--- src/rtl/alu_opmux_pkg.sv ---
// Shared types and defaults for the ALU operand multiplexer pipeline.
package alu_opmux_pkg;

  typedef enum logic [1:0] {
    ST_EMPTY,
    ST_ONE,
    ST_FULL
  } buf_state_e;

  localparam int unsigned OPMUX_CONST_IDX_DEF = 1;
  localparam int unsigned OPMUX_CONST_VAL_DEF = 4;
  localparam int          OPMUX_DATA_W_DEF    = 32;
  localparam int          OPMUX_SEL_W_DEF     = 2;

  // Reference layout of one buffered entry at the default widths.
  typedef struct packed {
    logic [OPMUX_DATA_W_DEF-1:0] data;
    logic [OPMUX_SEL_W_DEF-1:0]  sel;
    logic                        err;
  } opmux_entry_t;

  function automatic int entry_w(int dw, int sw);
    return dw + sw + 1;
  endfunction

endpackage

--- src/rtl/alu_operand_mux_pipe_skid.sv ---
// Generic 2-entry valid/ready skid buffer; in_ready_o decodes registered state only.
module skid_buffer_2
  import alu_opmux_pkg::*;
#(
  parameter int W = 8
) (
  input  logic         clk,
  input  logic         reset,
  input  logic         in_valid_i,
  output logic         in_ready_o,
  input  logic [W-1:0] in_data_i,
  output logic         out_valid_o,
  input  logic         out_ready_i,
  output logic [W-1:0] out_data_o
);

  buf_state_e   state_q, state_d;
  logic [W-1:0] main_q, main_d;
  logic [W-1:0] skid_q, skid_d;
  logic         accept, consume;

  assign in_ready_o  = (state_q != ST_FULL);
  assign out_valid_o = (state_q != ST_EMPTY);
  assign out_data_o  = main_q;
  assign accept      = in_valid_i && in_ready_o;
  assign consume     = out_valid_o && out_ready_i;

  always_comb begin
    state_d = state_q;
    main_d  = main_q;
    skid_d  = skid_q;
    case (state_q)
      ST_EMPTY: begin
        if (accept) begin
          main_d  = in_data_i;
          state_d = ST_ONE;
        end
      end
      ST_ONE: begin
        if (accept && consume) begin
          main_d = in_data_i;
        end else if (accept) begin
          skid_d  = in_data_i;
          state_d = ST_FULL;
        end else if (consume) begin
          state_d = ST_EMPTY;
        end
      end
      ST_FULL: begin
        if (consume) begin
          main_d  = skid_q;
          state_d = ST_ONE;
        end
      end
      default: state_d = ST_EMPTY;
    endcase
  end

  // Data is cleared on reset too so the outputs read zero while held in reset.
  always_ff @(posedge clk or negedge reset) begin
    if (!reset) begin
      state_q <= ST_EMPTY;
      main_q  <= '0;
      skid_q  <= '0;
    end else begin
      state_q <= state_d;
      main_q  <= main_d;
      skid_q  <= skid_d;
    end
  end

endmodule

--- src/rtl/alu_operand_mux_pipe.sv ---
// N-way ALU operand select with constant slot, registered through a 2-entry skid buffer.
// Optional ALU_OPMUX_PERF_EN adds saturating transfer/stall counters.
module alu_operand_mux_pipe
  import alu_opmux_pkg::*;
#(
  parameter int          DATA_W    = OPMUX_DATA_W_DEF,
  parameter int          NUM_SRC   = 4,
  parameter int unsigned CONST_IDX = OPMUX_CONST_IDX_DEF,
  parameter int unsigned CONST_VAL = OPMUX_CONST_VAL_DEF,
  localparam int         SEL_W     = $clog2(NUM_SRC)
) (
  input  logic                      clk,
  input  logic                      reset,
  input  logic                      in_valid,
  output logic                      in_ready,
  input  logic [SEL_W-1:0]          sel,
  input  logic [NUM_SRC*DATA_W-1:0] src_bus,
  output logic                      out_valid,
  input  logic                      out_ready,
  output logic [DATA_W-1:0]         out_data,
  output logic [SEL_W-1:0]          out_sel,
  output logic                      sel_err
`ifdef ALU_OPMUX_PERF_EN
  ,
  output logic [15:0]               perf_xfer_cnt,
  output logic [15:0]               perf_stall_cnt
`endif
);

  typedef struct packed {
    logic [DATA_W-1:0] data;
    logic [SEL_W-1:0]  sel;
    logic              err;
  } entry_t;

  localparam int ENTRY_W = entry_w(DATA_W, SEL_W);

  entry_t sel_entry, out_entry;

  // Constant slot wins over the bus; codes past NUM_SRC (incl. unused upper codes) flag an error.
  function automatic entry_t select_src(logic [SEL_W-1:0] s, logic [NUM_SRC*DATA_W-1:0] bus);
    entry_t e;
    e.data = '0;
    e.sel  = s;
    e.err  = 1'b0;
    if (int'(s) == CONST_IDX) begin
      e.data = DATA_W'(CONST_VAL);
    end else if (int'(s) >= NUM_SRC) begin
      e.err = 1'b1;
    end else begin
      for (int k = 0; k < NUM_SRC; k++) begin
        if (int'(s) == k) e.data = bus[k*DATA_W +: DATA_W];
      end
    end
    return e;
  endfunction

  assign sel_entry = select_src(sel, src_bus);

  skid_buffer_2 #(.W(ENTRY_W)) u_skid (
    .clk         (clk),
    .reset       (reset),
    .in_valid_i  (in_valid),
    .in_ready_o  (in_ready),
    .in_data_i   (sel_entry),
    .out_valid_o (out_valid),
    .out_ready_i (out_ready),
    .out_data_o  (out_entry)
  );

  assign out_data = out_entry.data;
  assign out_sel  = out_entry.sel;
  assign sel_err  = out_entry.err;

`ifdef ALU_OPMUX_PERF_EN
  logic [15:0] xfer_q, xfer_d, stall_q, stall_d;

  function automatic logic [15:0] sat_inc16(logic [15:0] v);
    return (v == 16'hFFFF) ? v : v + 16'd1;
  endfunction

  always_comb begin
    xfer_d  = xfer_q;
    stall_d = stall_q;
    if (out_valid && out_ready)  xfer_d  = sat_inc16(xfer_q);
    if (out_valid && !out_ready) stall_d = sat_inc16(stall_q);
  end

  always_ff @(posedge clk or negedge reset) begin
    if (!reset) begin
      xfer_q  <= '0;
      stall_q <= '0;
    end else begin
      xfer_q  <= xfer_d;
      stall_q <= stall_d;
    end
  end

  assign perf_xfer_cnt  = xfer_q;
  assign perf_stall_cnt = stall_q;
`endif

endmodule
--- config.mk ---
export PLATFORM = sky130hd
export DESIGN_NAME = alu_operand_mux_pipe
export DESIGN_NICKNAME = d
export VERILOG_FILES = /design/src/rtl/alu_opmux_pkg.sv /design/src/rtl/alu_operand_mux_pipe_skid.sv /design/src/rtl/alu_operand_mux_pipe.sv
export SDC_FILE = /design/constraint.sdc
export NUM_CORES = 1
export LEC_CHECK = 0
export ABC_AREA = 1
export CORE_ASPECT_RATIO = 2
export CORE_MARGIN = 5
export CORE_UTILIZATION = 40
export DETAILED_ROUTE_END_ITERATION = 8
export PLACE_DENSITY = 0.86
export SLEW_MARGIN = 20
export SYNTH_ARGS = -nofsm -noshare
export SYNTH_HDL_FRONTEND = slang
export SYNTH_HIERARCHICAL = 1
export SYNTH_SLANG_ARGS = --single-unit
export TNS_END_PERCENT = 100
--- constraint.sdc ---
create_clock -name clk -period 2.72 [get_ports clk]
set_input_delay 0.544 -clock clk [delete_from_list [all_inputs] [get_ports clk]]
set_output_delay 0.544 -clock clk [all_outputs]
set_load 0.05 [all_outputs]
==> summary.md, run 1 <==
| Metric | Value |
|---|---|
| Status | `finished, final reports clean` |
| Worst Hold Class | `input pin to async pin` |
| Hpwl dp | `8590 um` |
| Post-Place Cells | `853` |
| CP Cell Sequence | `inv_2 -> nand2_1 -> clkdlybuf4s50_1` |
| Reg clk slew, reported paths | `0.06 ns` |
| Critical path peak fanout | `7` |
| Cells after Synth | `597` |
| YS warnings | `6` |
| Layout Cells excl Fill | `869` |
| Avg Cell Area, Syn | `7.04 sq um` |
| Post-Synthesis Cell Area | `4210 sq um` |
| Max Root-Sink Buffers | `2` |
| Setup violators final | `0` |
| Nets | `861` |
| Via density | `4.84` |
| Placed cell area | `5670 sq um` |
| Filler Cells Inserted | `935` |
| CP required | `2.18 ns` |
| Slew @ Worst Pin | `0.923 ns` |
| Critical path class | `register to output pin` |
| VDD IR max | `0.000461 V` |
| Setup bufs post-CTS | `0` |
| Layout Skew | `0.00372 ns` |
| Root Driver | `clkbuf_16` |
| PD cells | `971 nW/um^2` |
| Post-cts resize count | `0` |
| RSZ-0062 raised after global routing | `false` |
| Fraction of layout cells with a size suffix above 1 | `0.0615` |
| Top_reg_cell synth | `dfrtp_1` |
| Global route overflow | `0` |
| WP data arrival | `1.94 ns` |
| CTS buffer count | `9` |
| Max incr delay on CP | `0.80 ns` |
| Unique masters post-synth | `23` |
| Vias | `4208` |
| PortBufs | `144` |
| Worst hold slack | `0.332 ns` |
| Max stage delay cell, worst path | `clkdlybuf4s50_1` |
| Largest net degree at the start of global routing | `73` |
| Die height | `155 um` |
| DRT Pass-1 Iters | `5` |
| Worst Setup End Kind | `output pin` |
| DRT iter0 DRCs | `248` |
| Core area | `10400 sq um` |
| Setup TNS | `0 ns` |
| Yosys reg bits | `72` |
| Max_cap viols | `0` |
| Final Util | `0.578` |
| Antenna Cells | `0` |
| Asr flop ratio synth | `1.00` |
| Sequential area share after synthesis | `0.428` |
| ANT nets after route | `0` |
| Slew Limit Fails | `0` |
| Yosys top cell area share | `0.428` |
| Relative slew slack | `0.385` |
| Min Clock Period, post-route | `2.49 ns` |
| Synth area leaders | `dfrtp_1 43%, nand2_1 24%, o21ai_0 6.0%` |
| Worst skew pair latency | `0.33 ns` |
| Crit path max-delay family | `buffers and inverters` |
| Synth cell count leaders | `272 x nand2_1, 72 x dfrtp_1, 50 x o21ai_0, 45 x nand3_1, 44 x a21oi_1` |
| Fin crit share | `0.915` |
| Initial core utilization | `0.404` |
| CTS H-tree lvls | `3` |
| Yosys top cell by area | `dfrtp_1` |
| Avg WL per Cell | `13.4 um` |
| CTS tree | `yes` |
| Crit start category | `register` |
| Hold buffers post-CTS | `0` |
| Post-synth EDFFs | `0` |
| DRC viols | `0` |
| Final hold violation count | `0` |
| Die Wd | `82.5 um` |
| Clk sinks | `72` |
| Finished Cell Area | `6020 sq um` |
| Die area | `12800 sq um` |
| Area Overhead vs Synth | `43.2%` |
| Vias in the first global route | `3889` |
| GP Congestion | `0.826` |
| Leak | `2.90 nW` |
| WL final | `11700 um` |
| Buffers and inverters on the worst path | `2` |
| Most common cell in the netlist | `nand2_1` |
| Overall Global Routing Usage | `0.186` |
| Ports | `171` |
| Maximum operating frequency | `402 MHz` |
| Site Rows | `53` |
| Initial antenna violation count | `0` |
| Global-route wire length before repair | `18600 um` |
flip-flops by register name, indices dropped and copies added, names as in the netlist:
signal,cells
u_skid/skid_q,35
u_skid/out_data_o,35
u_skid/state_q,2
stage by stage:
stage          setup WS (ns)  power, mW
2_1_floorplan           1.28       3.67
5_1_grt                0.146       6.21
4_1_cts                0.207       5.90
6_report               0.231       5.85
3_5_place_dp           0.329       4.50
3_3_place_gp           0.357       4.43
cells in the final DEF, fill, tap and decap left out:
cell type / n
nand4_2: 1
o21ai_0: 50
nand4_1: 1
clkdlybuf4s50_1: 142
inv_2: 3
nor2_1: 1
inv_1: 39
clkbuf_16: 9
clkinv_2: 1
nor2_4: 3
o21ai_1: 13
a21oi_1: 44
bufinv_16: 3
conb_1: 2
nand2_1: 272
o21a_1: 6
nand2_2: 2
nand4_4: 1
nand3_1: 45
buf_4: 10
clkinvlp_4: 1
dfrtp_1: 72
buf_12: 3
nand3_2: 2
inv_4: 2
nand2_4: 2
clkbuf_8: 2
power by group:
part / internal [mW] / total, mW / switching (mW)
clock: 0.943 / 1.37 / 0.430
combinational: 0.900 / 2.66 / 1.76
sequential: 1.53 / 1.81 / 0.274
total: 3.38 / 5.85 / 2.47
area by class of cell:
class / count / area [sq um] / share of cell area
timing repair buffer: 155 / 1560 / 0.258
clock inverter: 5 / 103 / 0.0170
sequential: 72 / 1800 / 0.299
tap: 137 / 171 / 0.0285
inverter: 44 / 170 / 0.0283
clock buffer: 11 / 253 / 0.0420
multi-input combinational: 445 / 1970 / 0.327
kinds of logic (layout without fill, tap and decap cells):
group,after synthesis,after routing,synth area share
DFF,72,72,0.428
AOI/OAI and AO/OA,113,113,0.138
other,1,2,0.000892
and+or+nand+nor,330,330,0.328
buffers and inverters,81,215,0.105
per-layer routing:
layer	up-vias	wire [um]	GRT usage
li1	2156	-	-
met1	1892	4580	0.226
met2	145	6090	0.315
met3	15	714	0.0411
met4	0	265	0.0686
met5	-	0	0
final timing paths:
path	start	end	slack, ns	cells past startpoint
setup / recovery	u_skid/state_q[0]	out_valid	0.23	3
hold / removal	reset	u_skid/out_data_o[17]	0.33	1
setup reg to reg	u_skid/state_q[0]	u_skid/out_data_o[18]	1.02	5
hold reg to reg	u_skid/out_data_o[32]	u_skid/out_data_o[32]	0.47	2
max in group asynchronous	reset	u_skid/skid_q[31]	1.77	1
min in group clk	u_skid/out_data_o[32]	u_skid/out_data_o[32]	0.47	2
Power figures use the tool's default switching activity.
==> run 2: changes to the inputs <==
--- a/config.mk
+++ b/config.mk
@@ -6,12 +6,13 @@
 export NUM_CORES = 1
 export LEC_CHECK = 0
 export ABC_AREA = 1
+export CELL_PAD_IN_SITES_DETAIL_PLACEMENT = 2
+export CELL_PAD_IN_SITES_GLOBAL_PLACEMENT = 2
 export CORE_ASPECT_RATIO = 2
-export CORE_MARGIN = 5
-export CORE_UTILIZATION = 40
+export CORE_UTILIZATION = 24
 export DETAILED_ROUTE_END_ITERATION = 8
-export PLACE_DENSITY = 0.86
-export SLEW_MARGIN = 20
+export PLACE_DENSITY = 0.95
+export SLEW_MARGIN = 0
 export SYNTH_ARGS = -nofsm -noshare
 export SYNTH_HDL_FRONTEND = slang
 export SYNTH_HIERARCHICAL = 1
==> run 2 against run 1 <==
Against the previous run: power is 0.46% lower; core utilization decreased by 22 points; routed wire length grew 35%; sequential share of layout area fell by 0.33 points; global-route usage is 0.19 points higher; clock power shrank 12%; register-to-register slack worse by 0.11 ns; flip-flop and latch count is the same; critical path depth is the same; setup slack got worse by 0.0046 ns; via count rose by 5.8%; final cell count is 8.7% higher.
==> summary.md, run 2 (synthesis gave the netlist of run 1 again) <==
| Metric | Value |
|---|---|
| Fraction of layout cells with a size suffix above 1 | `0.0639 (was 0.0615)` |
| CTS tree | `yes (unchanged)` |
| Clk sinks | `72 (unchanged)` |
| Critical path class | `register to output pin (unchanged)` |
| Reg2reg end | `u_skid/skid_q[16] (was u_skid/out_data_o[18])` |
| CTS buffer count | `9 (unchanged)` |
| WP data arrival | `1.95 ns (was 1.94 ns)` |
| Sequential share of power | `0.316 (was 0.309)` |
| Most frequent cells in the layout | `272 x nand2_1, 141 x clkdlybuf4s50_1, 72 x dfrtp_1 (was 272 x nand2_1, 142 x clkdlybuf4s50_1, 72 x dfrtp_1)` |
| Site Rows | `68 (was 53)` |
| Setup TNS | `0 ns (unchanged)` |
| Clock Power Share | `0.207 (was 0.235)` |
| DRC viols | `0 (unchanged)` |
| RSZ-0062 raised after global routing | `false (unchanged)` |
| Min Clock Period, post-route | `2.49 ns (about the same)` |
| Die Wd | `95.6 um (was 82.5 um)` |
| Initial antenna violation count | `0 (unchanged)` |
| Worst skew pair latency | `0.34 ns (was 0.33 ns)` |
| Max_cap viols | `0 (unchanged)` |
| Internal | `3.21 mW (was 3.38 mW)` |
| Via density | `4.71 (was 4.84)` |
| DRT Pass-1 Iters | `4 (was 5)` |
| ANT nets after route | `0 (unchanged)` |
| Layout Skew | `0.00736 ns (was 0.00372 ns)` |
| DRT iter0 DRCs | `93 (was 248)` |
| Setup violators final | `0 (unchanged)` |
| Global-route wire length before repair | `26200 um (was 18600 um)` |
| Maximum operating frequency | `401 MHz (was 402 MHz)` |
| Die area | `18100 sq um (was 12800 sq um)` |
| R2r startpoint | `u_skid/state_q[0] (unchanged)` |
| P_sw | `2.61 mW (was 2.47 mW)` |
| Avg WL per Cell | `16.7 um (was 13.4 um)` |
| R2R setup slack | `0.91 ns (was 1.02 ns)` |
| Antenna Cells | `0 (unchanged)` |
| GP Congestion | `0.684 (was 0.826)` |
| Initial core utilization | `0.245 (was 0.404)` |
| Commonest non-fill, non-tap cell in the layout | `nand2_1 (unchanged)` |
| Leak | `2.90 nW (about the same)` |
| Nets | `864 (was 861)` |
| Comb pwr share | `0.476 (was 0.456)` |
| Ports | `171 (unchanged)` |
| WL final | `15800 um (was 11700 um)` |
| Max Root-Sink Buffers | `2 (unchanged)` |
| Crit start category | `register (unchanged)` |
| Final hold violation count | `0 (unchanged)` |
| PD cells | `956 nW/um^2 (was 971 nW/um^2)` |
| Filler Cells Inserted | `1990 (was 935)` |
| CP required | `2.18 ns (about the same)` |
| PortBufs | `144 (unchanged)` |
| Slew Limit Fails | `0 (unchanged)` |
| Area Overhead vs Synth | `44.8% (was 43.2%)` |
| Hold buffers post-CTS | `0 (unchanged)` |
| Worst Setup End Kind | `output pin (unchanged)` |
| Core area | `17200 sq um (was 10400 sq um)` |
| Vias in the first global route | `5053 (was 3889)` |
| Worst Hold Class | `input pin to async pin (unchanged)` |
| Fin crit share | `0.917 (was 0.915)` |
| CTS H-tree lvls | `3 (unchanged)` |
| Relative slew slack | `0.635 (was 0.385)` |
| Status | `finished, final reports clean (unchanged)` |
| Hpwl dp | `12100 um (was 8590 um)` |
| R2R cell count | `3 (was 5)` |
| Switching portion of total power | `0.449 (was 0.422)` |
| Reg clk slew, reported paths | `0.05 ns (was 0.06 ns)` |
| Worst Setup SP | `u_skid/state_q[0] (unchanged)` |
| Vias | `4454 (was 4208)` |
| Slew @ Worst Pin | `0.546 ns (was 0.923 ns)` |
| Worst setup path end | `out_valid (unchanged)` |
| Root Driver | `clkbuf_16 (unchanged)` |
| Post-cts resize count | `0 (unchanged)` |
| Setup bufs post-CTS | `0 (unchanged)` |
| Overall Global Routing Usage | `0.188 (was 0.186)` |
| Critical path peak fanout | `7 (unchanged)` |
| VDD IR max | `0.000337 V (was 0.000461 V)` |
| Largest net degree at the start of global routing | `64 (was 73)` |
| Global route overflow | `0 (unchanged)` |
| Worst hold slack | `0.0301 ns (was 0.332 ns)` |
| Die height | `189 um (was 155 um)` |
==> run 2: cell count changes in the layout (fill, tap and decap cells not counted) <==
cell / delta
buf_12: +1
buf_4: +2
clkinvlp_4: -1
clkdlybuf4s50_1: -1
clkbuf_1: +2
buf_2: +1
bufinv_16: -2
clkinv_2: +1
==> run 2: worst min path at each step <==
stage | startpoint | end | cells after the start
after floorplan | reset | u_skid/out_data_o[0] | 0
after global placement | reset | u_skid/out_data_o[14] | 1
after detailed placement | reset | u_skid/out_data_o[13] | 1
after CTS | reset | u_skid/skid_q[10] | 1
after global routing | reset | u_skid/skid_q[10] | 1
final | reset | u_skid/out_data_o[13] | 1
==> run 2: cell type report <==
cell class | instances | area (sq um) | share of cell area
clock buffer | 13 | 260 | 0.0427
clock inverter | 3 | 40.0 | 0.00658
inverter | 44 | 170 | 0.0279
multi-input combinational | 445 | 1970 | 0.323
sequential | 72 | 1800 | 0.296
tap | 210 | 263 | 0.0432
timing repair buffer | 158 | 1590 | 0.261
==> run 2: power by group through the flow <==
stage	clock network, mW	registers (mW)	logic (mW)
detailed placement	0	1.85	2.79
global route	1.28	1.90	3.00
finish	1.21	1.84	2.77
CTS	1.24	1.85	2.82
global placement	0	1.81	2.68
floorplan	0	2.52	1.16
==> run 2: critical path, stage by stage, from the launching register on <==
cell             delay (ns)
dfrtp_1                0.59
inv_2                  0.13
nand2_1                0.09
clkdlybuf4s50_1        0.80
==> run 2: stage by stage <==
step	area, sq um	power [mW]	cells	setup WS (ns)	utilization
after floorplan	4210	3.67	598	1.28	-
after global placement	5790	4.49	929	0.277	0.337
after detailed placement	5790	4.65	929	0.198	0.337
after CTS	6090	5.91	945	0.201	0.354
after global routing	6090	6.18	945	0.156	0.354
final	6090	5.82	945	0.227	0.354
==> run 2: per-layer routing <==
layer / global-route usage / routed length (um) / vias up
li1: - / - / 2151
met1: 0.220 / 6260 / 2160
met2: 0.330 / 8470 / 114
met3: 0.0281 / 543 / 29
met4: 0.0821 / 480 / 0
met5: 0 / 0 / -
==> run 3: changes to the inputs <==
--- a/config.mk
+++ b/config.mk
@@ -9,9 +9,11 @@
 export CELL_PAD_IN_SITES_DETAIL_PLACEMENT = 2
 export CELL_PAD_IN_SITES_GLOBAL_PLACEMENT = 2
 export CORE_ASPECT_RATIO = 2
+export CORE_MARGIN = 2
 export CORE_UTILIZATION = 24
 export DETAILED_ROUTE_END_ITERATION = 8
 export PLACE_DENSITY = 0.95
+export SETUP_SLACK_MARGIN = 0.05
 export SLEW_MARGIN = 0
 export SYNTH_ARGS = -nofsm -noshare
 export SYNTH_HDL_FRONTEND = slang
==> run 3 against run 2 <==
Against the previous run: critical path depth unchanged; flip-flop and latch count is the same; clock power increased by 16%; first-iteration DRC count increased by 63%; cell area grew 0.49%; core utilization increased by 0.17 points; power up 3.5%; clock-buffer cell count decreased by 2; setup slack better by 0.024 ns; hold slack improved by 0.31 ns; via count rose by 1.8%; non-clock buffer count unchanged.
==> summary.md, run 3 (synthesis gave the netlist of run 1 again) <==
| Metric | Value |
|---|---|
| Status | `finished, final reports clean (unchanged)` |
| CP required | `2.18 ns (about the same)` |
| Crit start category | `register (unchanged)` |
| Initial core utilization | `0.245 (unchanged)` |
| PD cells | `985 nW/um^2 (was 956 nW/um^2)` |
| WL final | `16300 um (was 15800 um)` |
| Die Wd | `97.6 um (was 95.6 um)` |
| Die height | `191 um (was 189 um)` |
| Commonest non-fill, non-tap cell in the layout | `nand2_1 (unchanged)` |
| Setup violators final | `0 (unchanged)` |
| Worst Setup End Kind | `output pin (unchanged)` |
| Post-cts resize count | `0 (unchanged)` |
| Layout Skew | `0.00398 ns (was 0.00736 ns)` |
| CP Cell Sequence | `inv_2 -> nand2_1 -> clkdlybuf4s50_1 (unchanged)` |
| Maximum operating frequency | `405 MHz (was 401 MHz)` |
| Reg clk slew, reported paths | `0.06 ns (was 0.05 ns)` |
| Worst Setup SP | `u_skid/state_q[0] (unchanged)` |
| Vias in the first global route | `4993 (was 5053)` |
| Vias | `4532 (was 4454)` |
| Via density | `4.80 (was 4.71)` |
| DRC viols | `0 (unchanged)` |
| Setup TNS | `0 ns (unchanged)` |
| DRT Pass-1 Iters | `4 (unchanged)` |
| Critical path peak fanout | `7 (unchanged)` |
| RSZ-0062 raised after global routing | `false (unchanged)` |
| CTS buffer count | `9 (unchanged)` |
| PortBufs | `144 (unchanged)` |
| WP data arrival | `1.93 ns (was 1.95 ns)` |
| GP Congestion | `0.716 (was 0.684)` |
| Area Overhead vs Synth | `45.5% (was 44.8%)` |
| Nets | `864 (unchanged)` |
| Buffers and inverters on the worst path | `2 (unchanged)` |
| Slew Limit Fails | `0 (unchanged)` |
| Met3 Usage GRT | `0.0245 (was 0.0281)` |
| M1 GR Usage | `0.206 (was 0.220)` |
| CTS H-tree lvls | `3 (unchanged)` |
| ANT nets after route | `0 (unchanged)` |
| Min Clock Period, post-route | `2.47 ns (was 2.49 ns)` |
| Most frequent cells in the layout | `272 x nand2_1, 141 x clkdlybuf4s50_1, 72 x dfrtp_1 (unchanged)` |
| Met2 usage | `0.329 (was 0.330)` |
| Root Driver | `clkbuf_16 (unchanged)` |
| Antenna Cells | `0 (unchanged)` |
| CTS tree | `yes (unchanged)` |
| Relative slew slack | `0.368 (was 0.635)` |
| Leak | `2.91 nW (was 2.90 nW)` |
| Slew @ Worst Pin | `0.948 ns (was 0.546 ns)` |
| VDD IR max | `0.000311 V (was 0.000337 V)` |
| Top Usage Layer GRT | `met2 (unchanged)` |
| Fin crit share | `0.908 (was 0.917)` |
| Clk sinks | `72 (unchanged)` |
| Max Root-Sink Buffers | `2 (unchanged)` |
| Core area | `17200 sq um (unchanged)` |
| Avg WL per Cell | `17.3 um (was 16.7 um)` |
| Ports | `171 (unchanged)` |
| Global-route wire length before repair | `26500 um (was 26200 um)` |
| Global route overflow | `0 (unchanged)` |
| Total power | `6.02 mW (was 5.82 mW)` |
| Initial antenna violation count | `0 (unchanged)` |
| Largest net degree at the start of global routing | `73 (was 64)` |
| Max stage delay cell, worst path | `clkdlybuf4s50_1 (unchanged)` |
| Setup bufs post-CTS | `0 (unchanged)` |
| R2r startpoint | `u_skid/state_q[0] (unchanged)` |
| Final hold violation count | `0 (unchanged)` |
| Max_cap viols | `0 (unchanged)` |
| DRT iter0 DRCs | `152 (was 93)` |
| Critical path class | `register to output pin (unchanged)` |
| Crit path max-delay family | `buffers and inverters (unchanged)` |
| Worst skew pair latency | `0.33 ns (was 0.34 ns)` |
| Site Rows | `68 (unchanged)` |
| Die area | `18700 sq um (was 18100 sq um)` |
| Hpwl dp | `11900 um (was 12100 um)` |
| Worst Hold Class | `input pin to async pin (unchanged)` |
| Fraction of layout cells with a size suffix above 1 | `0.0667 (was 0.0639)` |
| Max incr delay on CP | `0.80 ns (about the same)` |
| Overall Global Routing Usage | `0.177 (was 0.188)` |
| Hold buffers post-CTS | `0 (unchanged)` |
==> run 3: final timing paths <==
kind	endpoint	slack, ns	cells past startpoint
setup / recovery	out_valid	0.25	3
hold / removal	u_skid/skid_q[28]	0.34	1
setup reg to reg	u_skid/out_data_o[30]	0.84	7
hold reg to reg	u_skid/out_data_o[14]	0.47	2
max in group asynchronous	u_skid/out_data_o[8]	1.75	1
min in group clk	u_skid/out_data_o[14]	0.47	2
==> run 3: through the flow <==
stage	cells	area (sq um)	hold slack, ns	utilization	worst slack, ns
floorplan	598	4210	0.248	-	1.28
global placement	929	5760	0.456	0.335	0.422
detailed placement	929	5760	0.460	0.335	0.307
CTS	945	6120	0.390	0.356	0.225
global route	945	6120	0.417	0.356	0.172
finish	945	6120	0.345	0.356	0.250
==> run 3: layout make-up <==
cell class	instances	area, sq um
Inverter	44	170
Multi-Input combinational cell	445	1970
Tap cell	210	263
Clock inverter	5	103
Clock buffer	11	253
Sequential cell	72	1800
Timing Repair Buffer	158	1560
Fill cell	2024	11100
==> run 3: per-layer routing <==
layer | vias up | part of all wire
met5 | - | 0
met4 | 0 | 0.023
met3 | 22 | 0.033
met2 | 117 | 0.54
met1 | 2235 | 0.40
li1 | 2158 | -
==> run 3: power by group <==
| part | switching, mW | internal [mW] |
|---|---|---|
| clock network | 0.457 | 0.944 |
| registers | 0.296 | 1.54 |
| logic | 1.89 | 0.904 |
| total | 2.64 | 3.38 |
